File: src/rtl/key_debounce_toggle_if.sv
// -----------------------------------------------------------------------------
// key_debounce_toggle_if
//
// Purpose:
//   Bundles the push-button conditioning signals exchanged between the
//   board-side world (raw key, consumers of the clean events) and the
//   key_debounce_toggle block. The clock and reset stay plain ports on the
//   block itself.
//
// Signals:
//   key_in         raw, asynchronous, bouncing button level
//   key_level      debounced pressed level (1 = pressed)
//   press_pulse    one clk_in cycle high on an accepted press
//   release_pulse  one clk_in cycle high on an accepted release
//   toggle_out     flips on every accepted press (drives divider frq_switch)
//
// Modports:
//   master  board / consumer side: drives key_in, observes the outputs
//   slave   debouncer side: samples key_in, drives the outputs
// -----------------------------------------------------------------------------
interface key_debounce_toggle_if;

  logic key_in;
  logic key_level;
  logic press_pulse;
  logic release_pulse;
  logic toggle_out;

  modport master (
    output key_in,
    input  key_level,
    input  press_pulse,
    input  release_pulse,
    input  toggle_out
  );

  modport slave (
    input  key_in,
    output key_level,
    output press_pulse,
    output release_pulse,
    output toggle_out
  );

endinterface : key_debounce_toggle_if

File: src/rtl/key_debounce_toggle.sv
// -----------------------------------------------------------------------------
// key_debounce_toggle
//
// Purpose:
//   Turns one raw board push-button into a clean debounced level, single-cycle
//   press/release events and a toggle level. toggle_out feeds the clock
//   divider's frq_switch input (fast/slow CPU clock select); the pulses can be
//   used as interrupt-request sources. Runs on the raw board clock clk_in.
//
// Parameters:
//   DEBOUNCE_CYCLES  consecutive stable synchronised samples needed to accept a
//                    level change (legal range >= 2)
//   KEY_ACTIVE_LOW   1: key_in low means pressed; 0: key_in high means pressed
//   TOGGLE_INIT      reset value of toggle_out
//
// Ports:
//   clk_in   system clock, all logic on posedge
//   rst_n    asynchronous, active-low reset
//   key_if   slave modport of key_debounce_toggle_if
//            (key_in in; key_level, press_pulse, release_pulse, toggle_out out)
//
// Timing:
//   A clean press first sampled by the synchroniser at edge E is seen by the
//   FSM at E+2; key_level, press_pulse and toggle_out change at edge
//   E+DEBOUNCE_CYCLES+1. Release is symmetric. Every output is a flop.
// -----------------------------------------------------------------------------
module key_debounce_toggle #(
  parameter int unsigned DEBOUNCE_CYCLES = 1000000,
  parameter bit          KEY_ACTIVE_LOW  = 1'b0,
  parameter bit          TOGGLE_INIT     = 1'b0
) (
  input  logic                  clk_in,
  input  logic                  rst_n,
  key_debounce_toggle_if.slave  key_if
);

  // Counter is one bit wider than strictly needed and saturates, so a stuck
  // counter can never wrap back into a value that looks like a fresh count.
  localparam int unsigned          CNT_W    = $clog2(DEBOUNCE_CYCLES) + 1;
  localparam logic [CNT_W-1:0]     CNT_MAX  = '1;
  // The sample that enters a debounce state already counts as the first one,
  // and the counter is cleared on that entry, so the final accepted sample
  // arrives while the counter holds DEBOUNCE_CYCLES-2.
  localparam logic [CNT_W-1:0]     CNT_LAST = CNT_W'(DEBOUNCE_CYCLES - 2);

  typedef enum logic [1:0] {
    IDLE     = 2'd0,
    DB_PRESS = 2'd1,
    HELD     = 2'd2,
    DB_REL   = 2'd3
  } state_e;

  // ---------------------------------------------------------------------------
  // Input polarity normalisation: from here on 1 always means "pressed".
  // ---------------------------------------------------------------------------
  logic key_norm;
  assign key_norm = key_if.key_in ^ KEY_ACTIVE_LOW;

  // ---------------------------------------------------------------------------
  // State
  // ---------------------------------------------------------------------------
  logic             sync1_q,         sync1_d;
  logic             key_s_q,         key_s_d;
  state_e           state_q,         state_d;
  logic [CNT_W-1:0] cnt_q,           cnt_d;
  logic             key_level_q,     key_level_d;
  logic             press_pulse_q,   press_pulse_d;
  logic             release_pulse_q, release_pulse_d;
  logic             toggle_q,        toggle_d;

  // ---------------------------------------------------------------------------
  // Next-state logic
  // ---------------------------------------------------------------------------
  always_comb begin
    // NOTE: every signal written here gets a default first, so no path can
    // leave one unassigned and infer a latch.
    sync1_d         = key_norm;
    key_s_d         = sync1_q;
    state_d         = state_q;
    cnt_d           = cnt_q;
    key_level_d     = key_level_q;
    press_pulse_d   = 1'b0;
    release_pulse_d = 1'b0;
    toggle_d        = toggle_q;

    unique case (state_q)
      IDLE: begin
        if (key_s_q) begin
          state_d = DB_PRESS;
          cnt_d   = '0;
        end
      end

      DB_PRESS: begin
        if (!key_s_q) begin
          // Glitch shorter than the debounce window: drop it silently.
          state_d = IDLE;
          cnt_d   = '0;
        end else if (cnt_q >= CNT_LAST) begin
          state_d       = HELD;
          cnt_d         = '0;
          key_level_d   = 1'b1;
          press_pulse_d = 1'b1;
          toggle_d      = ~toggle_q;
        end else begin
          cnt_d = (cnt_q == CNT_MAX) ? cnt_q : cnt_q + 1'b1;
        end
      end

      HELD: begin
        // Holding the key forever stays here: no auto-repeat.
        if (!key_s_q) begin
          state_d = DB_REL;
          cnt_d   = '0;
        end
      end

      DB_REL: begin
        if (key_s_q) begin
          // Release bounce: still pressed, no event.
          state_d = HELD;
          cnt_d   = '0;
        end else if (cnt_q >= CNT_LAST) begin
          state_d         = IDLE;
          cnt_d           = '0;
          key_level_d     = 1'b0;
          release_pulse_d = 1'b1;
        end else begin
          cnt_d = (cnt_q == CNT_MAX) ? cnt_q : cnt_q + 1'b1;
        end
      end

      default: begin
        state_d = IDLE;
        cnt_d   = '0;
      end
    endcase
  end

  // ---------------------------------------------------------------------------
  // Registers
  // ---------------------------------------------------------------------------
  always_ff @(posedge clk_in or negedge rst_n) begin
    if (!rst_n) begin
      // NOTE: the synchroniser resets to "not pressed" rather than to the live
      // key, so a key held through reset is debounced as a brand-new press.
      sync1_q         <= 1'b0;
      key_s_q         <= 1'b0;
      state_q         <= IDLE;
      cnt_q           <= '0;
      key_level_q     <= 1'b0;
      press_pulse_q   <= 1'b0;
      release_pulse_q <= 1'b0;
      toggle_q        <= TOGGLE_INIT;
    end else begin
      // NOTE: non-blocking assignments so every flop samples pre-edge values;
      // blocking here would collapse the 2-FF synchroniser into one stage.
      sync1_q         <= sync1_d;
      key_s_q         <= key_s_d;
      state_q         <= state_d;
      cnt_q           <= cnt_d;
      key_level_q     <= key_level_d;
      press_pulse_q   <= press_pulse_d;
      release_pulse_q <= release_pulse_d;
      toggle_q        <= toggle_d;
    end
  end

  // ---------------------------------------------------------------------------
  // Outputs (straight from flops)
  // ---------------------------------------------------------------------------
  assign key_if.key_level     = key_level_q;
  assign key_if.press_pulse   = press_pulse_q;
  assign key_if.release_pulse = release_pulse_q;
  assign key_if.toggle_out    = toggle_q;

endmodule : key_debounce_toggle

File: src/flat_wrapper.sv
// flat-port wrapper written by rule: the top's interface ports become plain ports
module key_debounce_toggle_flat 
#(
  parameter int unsigned DEBOUNCE_CYCLES = 1000000,
  parameter bit          KEY_ACTIVE_LOW  = 1'b0,
  parameter bit          TOGGLE_INIT     = 1'b0
)
  (clk_in, rst_n, key_if_key_in, key_if_key_level, key_if_press_pulse, key_if_release_pulse, key_if_toggle_out);
  key_debounce_toggle_if key_if_i ();
  input  logic clk_in;
  input  logic rst_n;
  input wire logic [$bits(key_if_i.key_in)-1:0] key_if_key_in;
  output wire logic [$bits(key_if_i.key_level)-1:0] key_if_key_level;
  output wire logic [$bits(key_if_i.press_pulse)-1:0] key_if_press_pulse;
  output wire logic [$bits(key_if_i.release_pulse)-1:0] key_if_release_pulse;
  output wire logic [$bits(key_if_i.toggle_out)-1:0] key_if_toggle_out;
  assign key_if_i.key_in = key_if_key_in;
  assign key_if_key_level = key_if_i.key_level;
  assign key_if_press_pulse = key_if_i.press_pulse;
  assign key_if_release_pulse = key_if_i.release_pulse;
  assign key_if_toggle_out = key_if_i.toggle_out;
  key_debounce_toggle #(.DEBOUNCE_CYCLES(DEBOUNCE_CYCLES), .KEY_ACTIVE_LOW(KEY_ACTIVE_LOW), .TOGGLE_INIT(TOGGLE_INIT)) u_core (.clk_in(clk_in), .rst_n(rst_n), .key_if(key_if_i));
endmodule
File: config.mk
export PLATFORM = sky130hd
export DESIGN_NAME = key_debounce_toggle_flat
export DESIGN_NICKNAME = d
export VERILOG_FILES = /design/src/rtl/key_debounce_toggle_if.sv /design/src/rtl/key_debounce_toggle.sv /design/src/flat_wrapper.sv
export SDC_FILE = /design/constraint.sdc
export NUM_CORES = 1
export LEC_CHECK = 0
export CAP_MARGIN = 5
export CORE_AREA = 3 3 53 65
export DETAILED_ROUTE_END_ITERATION = 8
export DIE_AREA = 0 0 56 68
export PLACE_DENSITY = 0.7
export SLEW_MARGIN = 20
export SYNTH_ARGS = -nofsm -noshare
export SYNTH_HDL_FRONTEND = slang
export SYNTH_SLANG_ARGS = --single-unit
File: constraint.sdc
create_clock -name clk_in -period 2.1 [get_ports clk_in]
set_clock_uncertainty 0.2 [all_clocks]
set_input_delay 0.42 -clock clk_in [delete_from_list [all_inputs] [get_ports clk_in]]
set_output_delay 0.42 -clock clk_in [all_outputs]
set_load 0.01 [all_outputs]
==> flow_summary.toml, run 1 <==
[critical_path]
cp.required_ns = 2.16
crit_fanout = 7
r2r-start = "u_core.cnt_q[0]"
max_stage_delay_ns = 0.44
slowest_stage = "or3_4"
worstPathCellList = "inv_1 -> ha_2 -> o211ai_1 -> o21ai_1 -> a31o_2 -> or3_4 -> or3_4 -> nand3_2"
critPathKind = "reg -> reg"
critPathArrivalTime_ns = 2.31
worst-r2r-cell-count = 8
critPathTopFamily = "simple AND/OR/NAND/NOR gates"
cp_num_buf_inv = 1
start_kind = "flip-flop"
cp_num_cells = 8
cpMostUsedCell = "or3_4"
cp-startpoint = "u_core.cnt_q[0]"
cp-end-kind = "flip-flop"

[yosys]
yosys_register_bits = 29
synth_cell_types = 38
synth-edff-count = 0
syn_inst = 167
synth_compound_area_share_pct = 20.02
yosys.area.top_type = "dfrtp_1"
ys_seq_area_share_pct = 47.58
synth_area_per_cell_um2 = 9.133
synth_top_family_by_area = "simple AND/OR/NAND/NOR gates"
synthSimpleGateAreaFrac_pct = 24.20
synthXorXnorAreaFrac_pct = 2.297
synth_top_area_share_pct = 47.58
synthTopCellsByArea = "dfrtp_1 48%, nand3_1 4.6%, nand2_1 4.4%, a21oi_1 4.3%, o21ai_0 3.6%"
synth_fa_ha_area_share_pct = 1.641
synth-main-ff-cell = "dfrtp_1"
synth_area_um2 = 1525
yosys_warnings = 0
synth_nets = 172
synthMuxAreaShare_pct = 0.6563
synth_async_sr_flop_share_pct = 100.0

[drt]
wl_mm = 3.914
dr_total_vias = 1506
dr.pass1.iters = 4
drc = 0
antenna_left = 0
wl_per_cell_um = 16.11
drt_iter0_drc = 75
vias_per_cell = 6.198

[global_routing]
grt_pass1_wl_mm = 6.389
grt-ovfl-total = 0
track_usage_pct = 21.91
grt_pass1_vias = 1422
grt_max_degree = 30
antenna_found_initial = 0

[place]
dp_slack_ns = -0.1301
dpl_cell_area_um2 = 1797
io_buffers = 6
gp_congestion = 0.9784
place_hpwl_mm = 2.599

[finish]
syn_to_final_growth_pct = 34.21
drive_above_1_share_pct = 31.10
design_area_um2 = 2047
nets = 213
diodes = 0
layout_common_cells = "29 x dfrtp_1, 28 x buf_4, 16 x nand2_1"
layout_commonest_cell = "dfrtp_1"

[hold_path]
hold_path_depth = 0
hp-start = "u_core.key_s_d"
hold_path_class = "reg -> reg"

[floorplan]
fp.dieW_um = 56
die_y_um = 68
placementRows = 21
dieArea_um2 = 3808
start_util_pct = 53.75
ios = 7
core_um2 = 2838

[sta]
hold_viol = 0
slew_violations = 0
setup_slack_ns = -0.1430
timing.fmax_mhz = 445.8
slew_headroom_pct = 36.11
setup_viol = 19
rsz0062_at_grt = "true"
fin_setup_tns_ns = -1.449
tightest_slew_ns = 0.9549
period_share_pct = 106.8
min_period_ns = 2.243

[pwr]
switching_share_pct = 25.22
clockPowerShare_pct = 32.7
intPower_uw = 729.2
pwr-share-seq_pct = 58.3
p_comb_share_pct = 9.0
total_power_uw = 975.1
powerDensity_nw_per_um2 = 476.4
power.leakage_nw = 0.8943
p_switching_uw = 245.9
vdd_drop_max_mv = 0.4211

[status]
status = "finished with violations"
violations = "negative setup slack"

[clock_network]
htreeDepth = 2
clkTransAtPathRegs_ns = 0.08
cts_hold_buf = 0
root_buffer = "clkbuf_4"
cts_made_buffers = 5
cts.sinks = 29
cts.path.max_buffers = 2
cts_tree = "done"
clock_latency_ns = 0.33

[run]
cap_violations = 0
area by class of cell:
class | count | area, µm²
multi-input cells | 126 | 865.8
fillers | 196 | 790.8
flip-flops and latches | 29 | 725.7
repair buffers | 39 | 335.3
well taps | 34 | 42.54
clock buffers | 6 | 41.29
inverters | 7 | 26.28
clock inverters | 2 | 10.01
metrics by stage:
step / utilization, % / hold slack, ns / std cells
floorplan: - / -0.07559 / 167
global placement: 63.32 / 0.1500 / 228
detailed placement: 63.32 / 0.1469 / 228
CTS: 67.55 / 0.1761 / 239
global route: 72.13 / 0.1796 / 243
finish: 72.13 / 0.1707 / 243
metal layers:
| layer | track usage, % | wire, µm |
|---|---|---|
| met1 | 25.15 | 1562 |
| met2 | 37.87 | 1989 |
| met3 | 5.283 | 271 |
| met4 | 12.17 | 91 |
| met5 | 0 | 0 |
synth_stat cells (3+ instances only):
| cell | number |
|---|---|
| and3_1 | 4 |
| nor3_1 | 4 |
| a21o_1 | 3 |
| o21ai_0 | 11 |
| nand3_1 | 14 |
| nor4_1 | 4 |
| or3_1 | 5 |
| xor2_1 | 4 |
| and2_1 | 3 |
| nand4_1 | 3 |
| nor2_1 | 9 |
| dfrtp_1 | 29 |
| nand2_1 | 18 |
| a31oi_1 | 7 |
| a21oi_1 | 13 |
| inv_1 | 7 |
kinds of logic after synthesis:
group / count (synthesis)
buffers and inverters: 12
XOR/XNOR: 4
flip-flops: 29
AO/OA/AOI/OAI: 48
adder cells (fa/ha/maj): 2
multiplexers: 1
AND/OR/NAND/NOR: 71
worst paths after layout:
| path | endpoint | slack (ns) |
|---|---|---|
| hold reg to reg | u_core.key_s_q | 0.17 |
| setup reg to reg | u_core.cnt_q[5] | -0.14 |
| min in group asynchronous | u_core.cnt_q[7] | 0.25 |
| setup / recovery | u_core.cnt_q[5] | -0.14 |
| hold / removal | u_core.key_s_q | 0.17 |
| max in group asynchronous | u_core.cnt_q[19] | 1.17 |
power groups by stage:
stage / sequential [mW] / combinational, mW / clock, mW
after floorplan: 0.580 / 0.0336 / 0
after global placement: 0.580 / 0.0570 / 0
after detailed placement: 0.581 / 0.0608 / 0
after CTS: 0.569 / 0.0697 / 0.328
after global routing: 0.569 / 0.0957 / 0.354
final: 0.569 / 0.0877 / 0.319
state kept, by name, summed over array words and instances (netlist names), named ones only:
| name | cells |
|---|---|
| u_core.cnt_q | 21 |
| u_core.key_if.key_level | 1 |
| u_core.key_if.press_pulse | 1 |
| u_core.key_if.release_pulse | 1 |
| u_core.key_if.toggle_out | 1 |
| u_core.key_s_d | 1 |
| u_core.key_s_q | 1 |
| u_core.state_q | 1 |
timing repair:
action / in CTS / in global routing
gates cloned: 1 / 0
resized for setup: 12 / 21
pin swaps: 1 / 10
setup endpoints to repair: 16 / 21
buffers inserted: 2 / 4
Note: power is estimated with default switching activity, not from simulation.
==> inputs of run 2 (changes only) <==
TNS_END_PERCENT = 5   (was not set)
==> run 2 against run 1 <==
Effect of this change: the flow still finishes with violations (negative setup slack); worst setup slack improved by 0.038 ns; combinational power fell by 22%; non-clock buffer count fell by 4; final cell count fell by 1.6%; die area did not move; first-iteration DRC count fell by 41%; critical path type unchanged.
==> flow_summary.toml, run 2 (synthesis gave the netlist of run 1 again) <==
[critical_path]
crit_fanout = 8
cp_num_buf_inv = 1
worst-r2r-cell-count = 8
r2r-start = "u_core.cnt_q[0]"
max_stage_delay_ns = 0.44
r2r_slack_ns = -0.10
cp-end-kind = "flip-flop"
cp.required_ns = 2.16
critPathArrivalTime_ns = 2.26
critPathKind = "reg -> reg"
r2r_end = "u_core.cnt_q[5]"
critPathTopFamily = "simple AND/OR/NAND/NOR gates"
cpMostUsedCell = "or3_4"
worstPathCellList = "inv_1 -> ha_2 -> o211ai_1 -> o21ai_1 -> a31o_2 -> or3_4 -> or3_4 -> nand3_2"
slowest_stage = "or3_4"
start_kind = "flip-flop"

[floorplan]
ios = 7
core_um2 = 2838
dieArea_um2 = 3808
die_y_um = 68
start_util_pct = 53.75
fp.dieW_um = 56
placementRows = 21

[clock_network]
root_buffer = "clkbuf_4"
clock_latency_ns = 0.33
clkTransAtPathRegs_ns = 0.08
cts_tree = "done"
cts.path.max_buffers = 2
cts_made_buffers = 5
cts.sinks = 29
htreeDepth = 2

[pwr]
p_switching_uw = 236.6
pwr-share-seq_pct = 59.7
total_power_uw = 955.0
power.leakage_nw = 0.8634
p_comb_share_pct = 7.2
clockPowerShare_pct = 33.2
vdd_drop_max_mv = 0.4319
intPower_uw = 718.4
powerDensity_nw_per_um2 = 499.8
switching_share_pct = 24.77

[sta]
min_period_ns = 2.205
slew_headroom_pct = 61.76
tightest_slew_ns = 0.5730
slew_violations = 0
setup_slack_ns = -0.1046
rsz0062_at_grt = "true"
hold_viol = 0
setup_viol = 12
timing.fmax_mhz = 453.6
period_share_pct = 105.0

[drt]
dr_total_vias = 1428
vias_per_cell = 5.975
dr.pass1.iters = 5
antenna_left = 0
wl_mm = 3.621
drc = 0
drt_iter0_drc = 44
wl_per_cell_um = 15.15

[place]
dpl_cell_area_um2 = 1797
placedCellCount = 228
gp_congestion = 0.9784
place_hpwl_mm = 2.599
io_buffers = 6

[finish]
largest_reg_flops = 21
syn_to_final_growth_pct = 25.27
layout_common_cells = "29 x dfrtp_1, 28 x buf_4, 18 x nand2_1"
fillers = 225
diodes = 0
design_area_um2 = 1911
layout_commonest_cell = "dfrtp_1"
final_cells = 239
drive_above_1_share_pct = 24.88
top_register = "u_core.cnt_q"
nets = 209
regArea_um2 = 725.7
multi_input_area_um2 = 783.3

[global_routing]
track_usage_pct = 20.97
grt_max_degree = 30
grt-ovfl-total = 0
antenna_found_initial = 0
grt_pass1_vias = 1397
grt_pass1_wl_mm = 6.127

[hold_path]
hold_path_depth = 0
hold_path_class = "reg -> reg"
whs_endpoint = "u_core.key_s_q"
hp-start = "u_core.key_s_d"

[status]
status = "finished with violations"
violations = "negative setup slack"

[run]
cap_violations = 0
## run 2: per-layer routing
| layer | up-vias | GRT usage, % | share of wire, % | wire (µm) |
|---|---|---|---|---|
| met3 | 5 | 5.472 | 4.9 | 176 |
| li1 | 692 | - | - | - |
| met1 | 690 | 23.47 | 42 | 1537 |
| met4 | 0 | 11.28 | 1.2 | 45 |
| met2 | 41 | 36.84 | 51 | 1862 |
| met5 | - | 0 | 0 | 0 |
## run 2: layout make-up
type,instances,share of cell area (%)
multi-input combinational,126,41.00
sequential,29,37.98
timing repair buffer,35,14.73
tap,34,2.227
clock buffer,6,2.161
inverter,7,1.375
clock inverter,2,0.5239
## run 2: worst reg2reg max path: stages (launching register included)
cell	delay (ns)
dfrtp_1	0.40
inv_1	0.07
ha_2	0.18
o211ai_1	0.15
o21ai_1	0.09
a31o_2	0.22
or3_4	0.44
or3_4	0.34
nand3_2	0.07
## run 2: worst max-delay path by stage
stage	endpoint	depth (start not counted)	from	slack, ns
finish	u_core.cnt_q[5]	8	u_core.cnt_q[0]	-0.10
global route	u_core.cnt_q[5]	8	u_core.cnt_q[0]	-0.21
CTS	u_core.cnt_q[9]	8	u_core.cnt_q[0]	-0.10
detailed placement	u_core.cnt_q[10]	10	u_core.cnt_q[0]	-0.13
global placement	u_core.cnt_q[9]	6	u_core.cnt_q[6]	-0.04
floorplan	u_core.cnt_q[11]	9	u_core.cnt_q[0]	-0.03
## run 2: per-stage QoR
step                      setup slack [ns]  setup TNS, ns  hold slack (ns)  util (%)
after floorplan                   -0.02610       -0.04394         -0.07559         -
after global placement            -0.04140       -0.09087           0.1500     63.32
after detailed placement           -0.1301        -0.8827           0.1469     63.32
after CTS                          -0.1037        -0.5230           0.1761     65.74
after global routing               -0.2079         -2.859           0.1796     67.33
final                              -0.1046        -0.6142           0.1711     67.33
## run 2: power by group through the flow
stage	registers (mW)	clock network (mW)	logic (mW)
after global placement	0.580	0	0.0570
after floorplan	0.580	0	0.0336
after global routing	0.571	0.354	0.0767
after detailed placement	0.581	0	0.0608
final	0.570	0.317	0.0686
after CTS	0.569	0.328	0.0648
## run 2: repair_timing
| action | in CTS | in global routing |
|---|---|---|
| pin swaps | 0 | 5 |
| endpoints found under the setup margin | 16 | 20 |
| gates resized for setup | 3 | 10 |
| hold buffers | 0 | 0 |
| buffers inserted | 1 | 2 |
==> RTL edit, RTL diff (settings of run 2) <==
Make the reset (`rst_n`) synchronous in one clocked block. Comments in the files are not updated.
--- a/src/rtl/key_debounce_toggle.sv
+++ b/src/rtl/key_debounce_toggle.sv
@@ -141,5 +141,5 @@
   // Registers
   // ---------------------------------------------------------------------------
-  always_ff @(posedge clk_in or negedge rst_n) begin
+  always_ff @(posedge clk_in) begin
     if (!rst_n) begin
       // NOTE: the synchroniser resets to "not pressed" rather than to the live
Formal check against the unedited RTL: no difference found for any inputs over 10 cycles, from zero or initial values and one cycle with rst_n low; that may be too few to reach the edited logic, so the function may still have changed.
==> RTL edit against run 2 <==
  * Combinational power rose by 17%
  * Sequential share of layout area fell by 9.3 points
  * Largest cell class unchanged
  * Sequential cell count did not move
  * Wire length rose by 18%
  * Final area rose by 9.2%
  * Setup slack improved by 99 ps
  * Power rose by 3.8%
  * The flow still finishes with violations (negative setup slack)
  * Critical endpoint is now u_core.cnt_q[4]
  * Area after synthesis rose by 4.4%
==> RTL edit: results (changes against run 2) <==
* Count of non-CTS inverters in the layout at 8 (+1)
* Signal buf overhead at 15.71% (+0.97 points)
* Met1 track utilization from global routing at 24.77% (+1.3 points)
* Detailed router's first-iteration violation count at 80 (+82%)
* Weighted congestion reported at the end of routability-driven placement at 0.8911 (-8.9%)
* Final setup vio count at 1 (-11)
* Switching part of the total at 24.31% (-0.47 points)
* Total nets after synthesis at 199 (+16%)
* Failing checks: negative setup slack
* Fraction of layout cells with a size suffix above 1 at 31.03% (+6.2 points)
* Count of different cell masters after synthesis at 45 (+18%)
* Met2 usage at 43.42% (+6.6 points)
* Sequential cell count at 29 (unchanged)
* Wire length on met1 at 1658 um (+7.9%)
* Max-Slew Margin vs Limit at 61.59% (-0.16 points)
* Worst setup margin at -5.687 ps (+98.88 ps)
* Delay of the slowest cell on the worst path at 400 ps (-40 ps)
* Fraction of area in clock buffers and inverters at 2.638% (-0.047 points)
* Maximum ir drop on the vdd rail at 480.2 uV (+11%)
* Worst Path Max Fanout at 18 (+10)
* GR met3 Demand/Resource at 4.906% (-0.57 points)
* Post-Syn Instances at 194 (+16%)
* Status: finished, violations left
* Fraction of the yosys area taken by sequential cells at 36.45% (-11 points)
* Leakage power at 0.7304 nW (-15%)
* Initial DRT Pass Iterations at 4 (-1)
* Total cell area at the placement stage at 1886 sq um (+4.9%)
* Non-clock buffer count at 39 (+11%)
==> RTL edit: cell families after synthesis <==
logic type	synth area share, %
adder cells (fa/ha/maj)	1.571
flip-flops	36.45
AO/OA/AOI/OAI	17.05
multiplexers	1.885
AND/OR/NAND/NOR	35.59
XOR/XNOR	1.650
buffers and inverters	5.813
==> RTL edit: repair_timing <==
action                                  4_1_cts  5_1_grt
cloned                                        0        0
buffers inserted                              0        1
hold buffers                                  0        0
pin swaps                                     1       11
gates resized for setup                       8       24
endpoints found under the setup margin        6       23
==> RTL edit: final timing paths <==
kind                    start  depth (start not counted)               to  slack (ps)
max          u_core.cnt_q[13]                          7  u_core.cnt_q[4]          -6
min            u_core.key_s_d                          1   u_core.key_s_q         270
max reg2reg  u_core.cnt_q[13]                          7  u_core.cnt_q[4]          -6
min reg2reg    u_core.key_s_d                          1   u_core.key_s_q         270
